### config.mk
export PLATFORM = sky130hd
export DESIGN_NAME = rot_host_if
export DESIGN_NICKNAME = d
export VERILOG_FILES = /design/src/rtl/rot_host_if.sv
export SDC_FILE = /design/constraint.sdc
export NUM_CORES = 1
export LEC_CHECK = 0
export CORE_MARGIN = 1
export CORE_UTILIZATION = 45
export DETAILED_ROUTE_END_ITERATION = 16
export PLACE_DENSITY = 0.77
export SLEW_MARGIN = 30
export SYNTH_ARGS = -nofsm -noshare
export SYNTH_HDL_FRONTEND = slang
export SYNTH_SLANG_ARGS = --single-unit
### constraint.sdc
create_clock -name clk -period 2.75 [get_ports clk]
set_clock_uncertainty 0.15 [all_clocks]
set_input_delay 0.275 -clock clk [delete_from_list [all_inputs] [get_ports clk]]
set_output_delay 0.275 -clock clk [all_outputs]
set_load 0.01 [all_outputs]
### src/rtl/rot_host_if.sv
// Host-side sequencer for the rotate unit: accepts a request, issues one start
// pulse, waits for ready (with a watchdog) and hands the captured z back upstream.
//
// state   | meaning
// --------+----------------------------------------------------------
// IDLE    | req_ready=1, waiting for a host request
// ISSUE   | start=1 for one cycle, wait counter cleared
// WAIT_LO | waiting for ready=0 so a stale ready is never captured
// WAIT_HI | waiting for ready=1 to capture z
// RESP    | resp_valid=1, holding result until resp_ready
module rot_host_if #(
  parameter int unsigned TIMEOUT = 16
) (
  input  logic       clk,
  input  logic       rst,
  input  logic       req_valid,
  output logic       req_ready,
  input  logic [3:0] req_data,
  input  logic [1:0] req_rot,
  output logic       resp_valid,
  input  logic       resp_ready,
  output logic [3:0] resp_data,
  output logic       resp_err,
  output logic       start,
  output logic       a,
  output logic       b,
  output logic [3:0] x,
  input  logic       ready,
  input  logic [3:0] z
);

  typedef enum logic [2:0] {
    S_IDLE,
    S_ISSUE,
    S_WAIT_LO,
    S_WAIT_HI,
    S_RESP
  } state_t;

  localparam logic [7:0] CNT_LAST = 8'(TIMEOUT - 1);

  state_t     state_q, state_d;
  logic       start_q, start_d;
  logic       a_q, a_d;
  logic       b_q, b_d;
  logic [3:0] x_q, x_d;
  logic       resp_valid_q, resp_valid_d;
  logic [3:0] resp_data_q, resp_data_d;
  logic       resp_err_q, resp_err_d;
  logic [7:0] cnt_q, cnt_d;

  logic       capture;
  logic       expired;

  // Capture wins over an expiry on the same edge.
  assign capture = (state_q == S_WAIT_HI) && ready;
  assign expired = (cnt_q == CNT_LAST);

  always_comb begin
    state_d      = state_q;
    start_d      = 1'b0;
    a_d          = a_q;
    b_d          = b_q;
    x_d          = x_q;
    resp_valid_d = resp_valid_q;
    resp_data_d  = resp_data_q;
    resp_err_d   = resp_err_q;
    cnt_d        = cnt_q;

    case (state_q)
      S_IDLE: begin
        if (req_valid) begin
          if (req_rot == 2'd3) begin
            state_d      = S_RESP;
            resp_valid_d = 1'b1;
            resp_err_d   = 1'b1;
            resp_data_d  = 4'd0;
          end else begin
            // rot 0 -> (0,1), 1 -> (1,0), 2 -> (1,1); (0,0) would stall the unit
            a_d     = (req_rot != 2'd0);
            b_d     = (req_rot != 2'd1);
            x_d     = req_data;
            start_d = 1'b1;
            state_d = S_ISSUE;
          end
        end
      end

      S_ISSUE: begin
        cnt_d   = 8'd0;
        state_d = S_WAIT_LO;
      end

      S_WAIT_LO, S_WAIT_HI: begin
        if (capture) begin
          state_d      = S_RESP;
          resp_valid_d = 1'b1;
          resp_err_d   = 1'b0;
          resp_data_d  = z;
        end else if (expired) begin
          state_d      = S_RESP;
          resp_valid_d = 1'b1;
          resp_err_d   = 1'b1;
          resp_data_d  = 4'd0;
        end else begin
          cnt_d = cnt_q + 8'd1;
          if (state_q == S_WAIT_LO && !ready) begin
            state_d = S_WAIT_HI;
          end
        end
      end

      S_RESP: begin
        if (resp_ready) begin
          resp_valid_d = 1'b0;
          state_d      = S_IDLE;
        end
      end

      default: begin
        state_d = S_IDLE;
      end
    endcase
  end

  always_ff @(posedge clk or negedge rst) begin
    if (!rst) begin
      state_q      <= S_IDLE;
      start_q      <= 1'b0;
      a_q          <= 1'b0;
      b_q          <= 1'b1;
      x_q          <= 4'd0;
      resp_valid_q <= 1'b0;
      resp_data_q  <= 4'd0;
      resp_err_q   <= 1'b0;
      cnt_q        <= 8'd0;
    end else begin
      state_q      <= state_d;
      start_q      <= start_d;
      a_q          <= a_d;
      b_q          <= b_d;
      x_q          <= x_d;
      resp_valid_q <= resp_valid_d;
      resp_data_q  <= resp_data_d;
      resp_err_q   <= resp_err_d;
      cnt_q        <= cnt_d;
    end
  end

  assign req_ready  = (state_q == S_IDLE);
  assign start      = start_q;
  assign a          = a_q;
  assign b          = b_q;
  assign x          = x_q;
  assign resp_valid = resp_valid_q;
  assign resp_data  = resp_data_q;
  assign resp_err   = resp_err_q;

endmodule

==> impl_metrics.prom, run 1 <==
# TYPE chip_impl_metric gauge
chip_impl_metric{name="filler_cell_count",unit=""} 179
chip_impl_metric{name="fmax",unit="MHz"} 446.8
chip_impl_metric{name="synthesis.nets",unit=""} 124
chip_impl_metric{name="fin_area",unit="sq um"} 1484
chip_impl_metric{name="num_io_pins",unit=""} 29
chip_impl_metric{name="period_needed",unit="ns"} 2.238
chip_impl_info{name="crit_type",value="reg -> out"} 1
chip_impl_metric{name="nets",unit=""} 154
chip_impl_info{name="rsz0062_at_grt",value="no"} 1
chip_impl_metric{name="cts_resized",unit=""} 0
chip_impl_metric{name="cts.clk_slew.worst_paths",unit="ns"} 0.13
chip_impl_metric{name="synth_enable_flop_cells",unit=""} 0
chip_impl_metric{name="setup-tns-final",unit="ns"} 0
chip_impl_metric{name="clock_tree.buffer_depth",unit=""} 2
chip_impl_metric{name="syn2layout_area_growth",unit="%"} 30.76
chip_impl_metric{name="worstPathArrival",unit="ns"} 1.81
chip_impl_metric{name="setup_viol",unit=""} 0
chip_impl_metric{name="final_hold_vios",unit=""} 0
chip_impl_info{name="path_cells",value="nor3_1 -> clkdlybuf4s50_1"} 1
chip_impl_metric{name="routed_wirelength",unit="mm"} 2.405
chip_impl_metric{name="die_width",unit="um"} 52.22
chip_impl_metric{name="final_core_utilization",unit="%"} 64.60
chip_impl_metric{name="initial_utilization",unit="%"} 49.40
chip_impl_metric{name="holdWs",unit="ns"} 0.1460
chip_impl_metric{name="cts_hold_repair.buffers",unit=""} 0
chip_impl_metric{name="timing.reg2reg.worst_path_depth",unit=""} 5
chip_impl_metric{name="gpl.final_weighted_congestion",unit=""} 0.8070
chip_impl_metric{name="clock_sinks",unit=""} 24
chip_impl_metric{name="route.detailed.vias_per_inst",unit=""} 5.539
chip_impl_metric{name="synth.yosys.seq_area_share",unit="%"} 53.03
chip_impl_metric{name="core-area",unit="sq um"} 2297
chip_impl_metric{name="async_reset_ff_share",unit="%"} 100.0
chip_impl_info{name="tritoncts_clock_tree",value="done"} 1
chip_impl_metric{name="firstDrtPassIters",unit=""} 4
chip_impl_info{name="ys_top_cells_by_count",value="23 x sky130_fd_sc_hd__dfrtp_1, 9 x sky130_fd_sc_hd__nor2_1, 8 x sky130_fd_sc_hd__a21oi_1, 8 x sky130_fd_sc_hd__nand2_1, 6 x sky130_fd_sc_hd__inv_1"} 1
chip_impl_metric{name="crit_path_max_incr_delay",unit="ns"} 0.60
chip_impl_info{name="synth.largest_area_cell",value="sky130_fd_sc_hd__dfrtp_1"} 1
chip_impl_metric{name="ctsHtreeMaxLevel",unit=""} 1
chip_impl_metric{name="dr_total_vias",unit=""} 914
chip_impl_metric{name="netlist_area",unit="sq um"} 1135
chip_impl_metric{name="place.port_buffers",unit=""} 28
chip_impl_metric{name="syn_inst",unit=""} 108
chip_impl_metric{name="design.die.area",unit="sq um"} 2727
chip_impl_info{name="setup.worst_path.start_class",value="flop"} 1
chip_impl_metric{name="clk-insertion-delay-late",unit="ns"} 0.32
chip_impl_info{name="synthMostInstantiatedCell",value="sky130_fd_sc_hd__dfrtp_1"} 1
chip_impl_metric{name="overflow",unit=""} 0
chip_impl_metric{name="cellPowerDensity",unit="nW/um^2"} 992.6
chip_impl_info{name="run_status",value="finished, final reports clean"} 1
chip_impl_metric{name="largest_net_degree_at_the_start_of_global_routing",unit=""} 25
chip_impl_info{name="postSynth.topFlopCell",value="sky130_fd_sc_hd__dfrtp_1"} 1
chip_impl_metric{name="antenna_cells",unit=""} 0
chip_impl_metric{name="tritoncts.num_buffers",unit=""} 3
chip_impl_metric{name="cts_setup_buffers",unit=""} 0
chip_impl_metric{name="fin_crit_sh",unit="%"} 81.39
chip_impl_metric{name="worst-endpoint-required",unit="ns"} 2.33
chip_impl_metric{name="place.detailed.hpwl",unit="mm"} 1.718
chip_impl_info{name="hp-class",value="in -> async"} 1
chip_impl_info{name="ys_top_cells_by_area",value="sky130_fd_sc_hd__dfrtp_1 51%, sky130_fd_sc_hd__mux2_2 5.0%, sky130_fd_sc_hd__a21oi_1 3.5%"} 1
chip_impl_metric{name="fp-row-count",unit=""} 17
chip_impl_metric{name="maxCapViolCount",unit=""} 0
chip_impl_metric{name="track_usage",unit="%"} 20.46
chip_impl_metric{name="synthDistinctLibCells",unit=""} 34
chip_impl_metric{name="grt_pass1_vias",unit=""} 904
chip_impl_metric{name="grt_first_pass_wirelength",unit="mm"} 4.057
chip_impl_metric{name="worst_slew_margin_rel",unit="%"} 64.53
chip_impl_metric{name="routedWlPerCell",unit="um"} 14.58
chip_impl_metric{name="final_max_slew_viol_count",unit=""} 0
chip_impl_info{name="critical_path.endpoint_type",value="primary output"} 1
chip_impl_metric{name="fp.dieH",unit="um"} 52.22
chip_impl_metric{name="antenna_found_initial",unit=""} 0
chip_impl_metric{name="maximum_fanout_count_along_the_critical_path",unit=""} 9
chip_impl_metric{name="synth_seq_cells",unit=""} 24
chip_impl_metric{name="tightestPinTransition",unit="ns"} 0.5309
chip_impl_info{name="cts_root_buffer_type",value="sky130_fd_sc_hd__clkbuf_4"} 1
chip_impl_metric{name="route.detailed.drc",unit=""} 0
chip_impl_metric{name="drt-initial-drc-count",unit=""} 20
chip_impl_metric{name="detail-route-antenna-nets",unit=""} 0
chip_impl_metric{name="synthDominantCellAreaShare",unit="%"} 50.72
chip_impl_info{name="critPathSlowestCell",value="sky130_fd_sc_hd__clkdlybuf4s50_1"} 1
chip_impl_metric{name="power.leakage",unit="nW"} 0.6415
chip_impl_metric{name="dpl-instance-area",unit="sq um"} 1431
chip_impl_metric{name="layout-drive-gt1-share",unit="%"} 10.95
chip_impl_metric{name="ys.warnings.count",unit=""} 0
chip_impl_metric{name="vdd_ir_drop_max",unit="mV"} 0.5828
chip_impl_metric{name="post_synth.cell_area_avg",unit="sq um"} 10.51
[layer usage]
layer,routed length (um),track usage (%),up-vias,part of all wire (%)
li1,-,-,452,-
met1,1082,26.79,435,45
met2,1208,34.19,23,50
met3,83,3.768,4,3.5
met4,30,6.579,0,1.2
met5,0,0,-,0
[where the power goes]
| part | internal, mW | switching (mW) |
|---|---|---|
| Sequential | 0.482 | 0.107 |
| Clock | 0.147 | 0.106 |
| Combinational | 0.341 | 0.290 |
| Total | 0.970 | 0.503 |
[flip-flops by register name, summed over array words and instances, names as in the netlist]
register / count
a: 1
b: 1
cnt_q: 8
resp_data: 4
resp_err: 1
resp_valid: 1
start: 1
state_q: 3
x: 4
[cell families (layout without fill, tap and decap cells)]
| family | count (synthesis) | count (layout) | share of synthesized area (%) |
|---|---|---|---|
| AO/OA/AOI/OAI | 25 | 25 | 14.55 |
| adder cells (fa/ha/maj) | 1 | 1 | 1.102 |
| AND/OR/NAND/NOR | 40 | 40 | 19.52 |
| flip-flops | 24 | 24 | 53.03 |
| XOR/XNOR | 1 | 1 | 0.7719 |
| buffers and inverters | 10 | 39 | 4.299 |
| multiplexers | 7 | 7 | 6.725 |
[cell type report]
cell class | instances | area (sq um) | area share (%)
Multi-Input combinational cell | 74 | 484.2 | 32.63
Inverter | 6 | 22.52 | 1.518
Clock buffer | 3 | 22.52 | 1.518
Timing Repair Buffer | 29 | 287.8 | 19.39
Tap cell | 28 | 35.03 | 2.361
Sequential cell | 24 | 601.8 | 40.56
Clock inverter | 1 | 30.03 | 2.024
[cell usage in the layout, fill, tap and decap left out, drive strengths merged, types with 3 or more instances in the layout]
master | synthesis | routed
nand2 | 8 | 8
dfrtp | 23 | 23
inv | 6 | 6
clkdlybuf4s50 | 0 | 28
or3 | 3 | 3
o21ai | 4 | 4
clkbuf | 0 | 3
a22o | 4 | 4
nor3 | 4 | 4
a21oi | 8 | 8
nand3 | 5 | 5
mux2 | 5 | 5
o31ai | 3 | 3
nor2 | 9 | 9
[critical path: cells and delay by family, from the launching register on]
family / cells / cell delay [ns]
buf+inv: 1 / 0.60
simple gates: 1 / 0.37
flops: 1 / 0.53
[worst paths after layout]
kind / from / end / slack (ns)
max in group asynchronous: rst / b / 2.02
min reg2reg: b / b / 0.36
max reg2reg: cnt_q[0] / cnt_q[7] / 0.55
min in group clk: b / b / 0.36
min: rst / resp_data[0] / 0.15
max: state_q[1] / req_ready / 0.51
[metrics by stage]
stage,power (mW),cells,worst slack [ns]
after floorplan,0.9506,108,0.8105
final,1.473,165,0.5117
after global routing,1.576,165,0.4107
after global placement,1.198,161,0.4998
after CTS,1.482,165,0.4987
after detailed placement,1.225,161,0.4328
Power figures use the tool's default switching activity.
==> run 2, diff against run 1 <==
- CORE_UTILIZATION: 45 -> 43
- clock period: 2.75 -> 1.9 ns (I/O delays scaled with it)
==> run 2 against run 1 <==
Effect of this change:
- clock-buffer cell count is 1 higher
- combinational power is 60% higher
- sequential share of layout area is 2.0 points lower
- critical path depth is 3 higher
- clock power is 13% lower
- setup slack worse by 0.47 ns
- non-clock buffer count is 10 higher
- final area is 5.4% higher
==> impl_metrics.prom, run 2 (synthesized netlist as in run 1, its figures left out) <==
# TYPE chip_impl_metric gauge
chip_impl_metric{name="clock_power_share",unit="%"} 10.6
chip_impl_metric{name="num_io_pins",unit=""} 29
chip_impl_metric{name="route.detailed.drc",unit=""} 0
chip_impl_info{name="rsz0062_at_grt",value="yes"} 1
chip_impl_metric{name="nets",unit=""} 164
chip_impl_metric{name="detail-route-antenna-nets",unit=""} 0
chip_impl_info{name="setup.worst_path.end",value="cnt_q[3]"} 1
chip_impl_metric{name="cts_hold_repair.buffers",unit=""} 0
chip_impl_info{name="layout.cells.most_common_list",value="27 x sky130_fd_sc_hd__clkdlybuf4s50_1, 22 x sky130_fd_sc_hd__dfrtp_1, 11 x sky130_fd_sc_hd__buf_4, 9 x sky130_fd_sc_hd__nor2_1, 8 x sky130_fd_sc_hd__nand2_1"} 1
chip_impl_metric{name="initial_utilization",unit="%"} 45.81
chip_impl_metric{name="core-area",unit="sq um"} 2477
chip_impl_metric{name="antenna_found_initial",unit=""} 0
chip_impl_info{name="crit_type",value="reg -> reg"} 1
chip_impl_metric{name="place.detailed.hpwl",unit="mm"} 1.823
chip_impl_metric{name="final_max_slew_viol_count",unit=""} 0
chip_impl_metric{name="worst_slew_margin_rel",unit="%"} 58.55
chip_impl_metric{name="largest_reg_flops",unit=""} 8
chip_impl_metric{name="design.die.area",unit="sq um"} 2848
chip_impl_metric{name="maxCapViolCount",unit=""} 0
chip_impl_metric{name="overflow",unit=""} 0
chip_impl_info{name="setup.worst_path.start_class",value="flop"} 1
chip_impl_metric{name="fp.dieH",unit="um"} 53.37
chip_impl_metric{name="grt_first_pass_wirelength",unit="mm"} 3.864
chip_impl_info{name="cts_root_buffer_type",value="sky130_fd_sc_hd__clkbuf_4"} 1
chip_impl_info{name="run_status",value="finished, final reports clean"} 1
chip_impl_metric{name="fin_crit_sh",unit="%"} 97.84
chip_impl_metric{name="switching_share",unit="%"} 35.67
chip_impl_metric{name="vdd_ir_drop_max",unit="mV"} 1.086
chip_impl_info{name="regMostFlops",value="cnt_q"} 1
chip_impl_metric{name="power.leakage",unit="nW"} 0.6803
chip_impl_metric{name="tritoncts.num_buffers",unit=""} 3
chip_impl_metric{name="layout-drive-gt1-share",unit="%"} 20.41
chip_impl_metric{name="track_usage",unit="%"} 18.98
chip_impl_metric{name="final_core_utilization",unit="%"} 63.13
chip_impl_metric{name="worstPathArrival",unit="ns"} 1.95
chip_impl_info{name="reg2reg_to",value="cnt_q[3]"} 1
chip_impl_info{name="tritoncts_clock_tree",value="done"} 1
chip_impl_metric{name="cellPowerDensity",unit="nW/um^2"} 1331
chip_impl_metric{name="power.share.sequential",unit="%"} 40.8
chip_impl_metric{name="syn2layout_area_growth",unit="%"} 37.82
chip_impl_metric{name="antenna_cells",unit=""} 0
chip_impl_metric{name="grt_pass1_vias",unit=""} 896
chip_impl_metric{name="drt-initial-drc-count",unit=""} 9
chip_impl_info{name="hp-class",value="in -> async"} 1
chip_impl_metric{name="setup-tns-final",unit="ns"} 0
chip_impl_metric{name="timing.reg2reg.worst_path_depth",unit=""} 5
chip_impl_metric{name="ctsHtreeMaxLevel",unit=""} 1
chip_impl_metric{name="setup_viol",unit=""} 0
chip_impl_metric{name="timing.reg2reg.setup_slack",unit="ns"} 0.04
chip_impl_metric{name="clock_sinks",unit=""} 24
chip_impl_metric{name="fp-row-count",unit=""} 18
chip_impl_metric{name="firstDrtPassIters",unit=""} 4
chip_impl_metric{name="clock_tree.buffer_depth",unit=""} 2
chip_impl_metric{name="cell_internal_pwr",unit="mW"} 1.339
chip_impl_metric{name="final_hold_vios",unit=""} 0
chip_impl_info{name="critical_path.reg2reg.startpoint",value="cnt_q[1]"} 1
chip_impl_metric{name="routed_wirelength",unit="mm"} 2.443
chip_impl_info{name="layout_commonest_cell",value="sky130_fd_sc_hd__clkdlybuf4s50_1"} 1
chip_impl_metric{name="p_sw",unit="mW"} 0.7423
chip_impl_info{name="worst_setup_path_startpoint",value="cnt_q[1]"} 1
chip_impl_metric{name="cts.clk_slew.worst_paths",unit="ns"} 0.12
chip_impl_metric{name="tightestPinTransition",unit="ns"} 0.6204
chip_impl_metric{name="maximum_fanout_count_along_the_critical_path",unit=""} 5
chip_impl_metric{name="clk-insertion-delay-late",unit="ns"} 0.31
chip_impl_metric{name="fmax",unit="MHz"} 538.0
chip_impl_metric{name="worst-endpoint-required",unit="ns"} 1.99
chip_impl_metric{name="period_needed",unit="ns"} 1.859
chip_impl_metric{name="die_width",unit="um"} 53.37
chip_impl_metric{name="route.detailed.vias_per_inst",unit=""} 5.418
chip_impl_metric{name="largest_net_degree_at_the_start_of_global_routing",unit=""} 25
chip_impl_metric{name="gpl.final_weighted_congestion",unit=""} 0.7767
chip_impl_metric{name="place_worst_setup_slack",unit="ns"} -0.01123
chip_impl_metric{name="fin_area",unit="sq um"} 1564
chip_impl_metric{name="dpl-instance-area",unit="sq um"} 1511
chip_impl_metric{name="pwr-share-comb",unit="%"} 48.6
chip_impl_metric{name="routedWlPerCell",unit="um"} 13.80
chip_impl_info{name="critical_path.endpoint_type",value="flop"} 1
chip_impl_metric{name="setup_slack",unit="ns"} 0.04111
chip_impl_metric{name="dr_total_vias",unit=""} 959
chip_impl_metric{name="place.port_buffers",unit=""} 28
==> run 2: per-stage QoR <==
stage | cells | hold WS [ns] | power, mW
after global placement | 173 | 0.3328 | 1.810
after global routing | 177 | 0.1094 | 2.235
after floorplan | 108 | -0.2556 | 1.378
final | 177 | 0.07303 | 2.081
after CTS | 177 | 0.06694 | 2.089
after detailed placement | 173 | 0.3362 | 1.857
==> run 2: layout make-up <==
class | instances | area, sq um
Clock buffer | 4 | 26.28
Tap cell | 30 | 37.54
Multi-Input combinational cell | 74 | 513.0
Sequential cell | 24 | 603.1
Timing Repair Buffer | 39 | 361.6
Fill cell | 199 | 913.4
Inverter | 6 | 22.52
==> run 2: timing repair <==
action                                  in CTS  in global routing
resized for setup                            5                  3
buffers inserted                             0                  0
endpoints found under the setup margin       4                  8
pin swaps                                    1                  2
gates cloned                                 0                  0
==> run 2: metal layers <==
metal,global-route usage [%],part of all wire (%),vias to the layer above
met2,31.25,50,21
li1,-,-,472
met5,0,0,-
met3,2.586,2.7,4
met4,6.579,1.1,0
met1,25.18,47,462
==> run 2: worst min path at each step <==
stage | endpoint | slack (ns) | startpoint
floorplan | a | -0.26 | rst
global placement | b | 0.33 | b
detailed placement | resp_data[0] | 0.34 | resp_data[0]
CTS | resp_data[3] | 0.07 | rst
global route | resp_data[3] | 0.11 | rst
finish | resp_data[3] | 0.07 | rst
==> run 2: power by group through the flow <==
stage	clock, mW	sequential (mW)	combinational (mW)
after CTS	0.235	0.845	1.01
after global placement	0	0.838	0.973
after global routing	0.256	0.871	1.11
after detailed placement	0	0.848	1.01
final	0.221	0.849	1.01
after floorplan	0	0.857	0.520
==> run 2: worst max-delay path: stages (launching register included) <==
cell and delay [ns]:
sky130_fd_sc_hd__dfrtp_1 0.42, sky130_fd_sc_hd__ha_2 0.20, sky130_fd_sc_hd__and3_4 0.18, sky130_fd_sc_hd__a211o_1 0.30
sky130_fd_sc_hd__or3_1 0.40, sky130_fd_sc_hd__a21oi_2 0.15
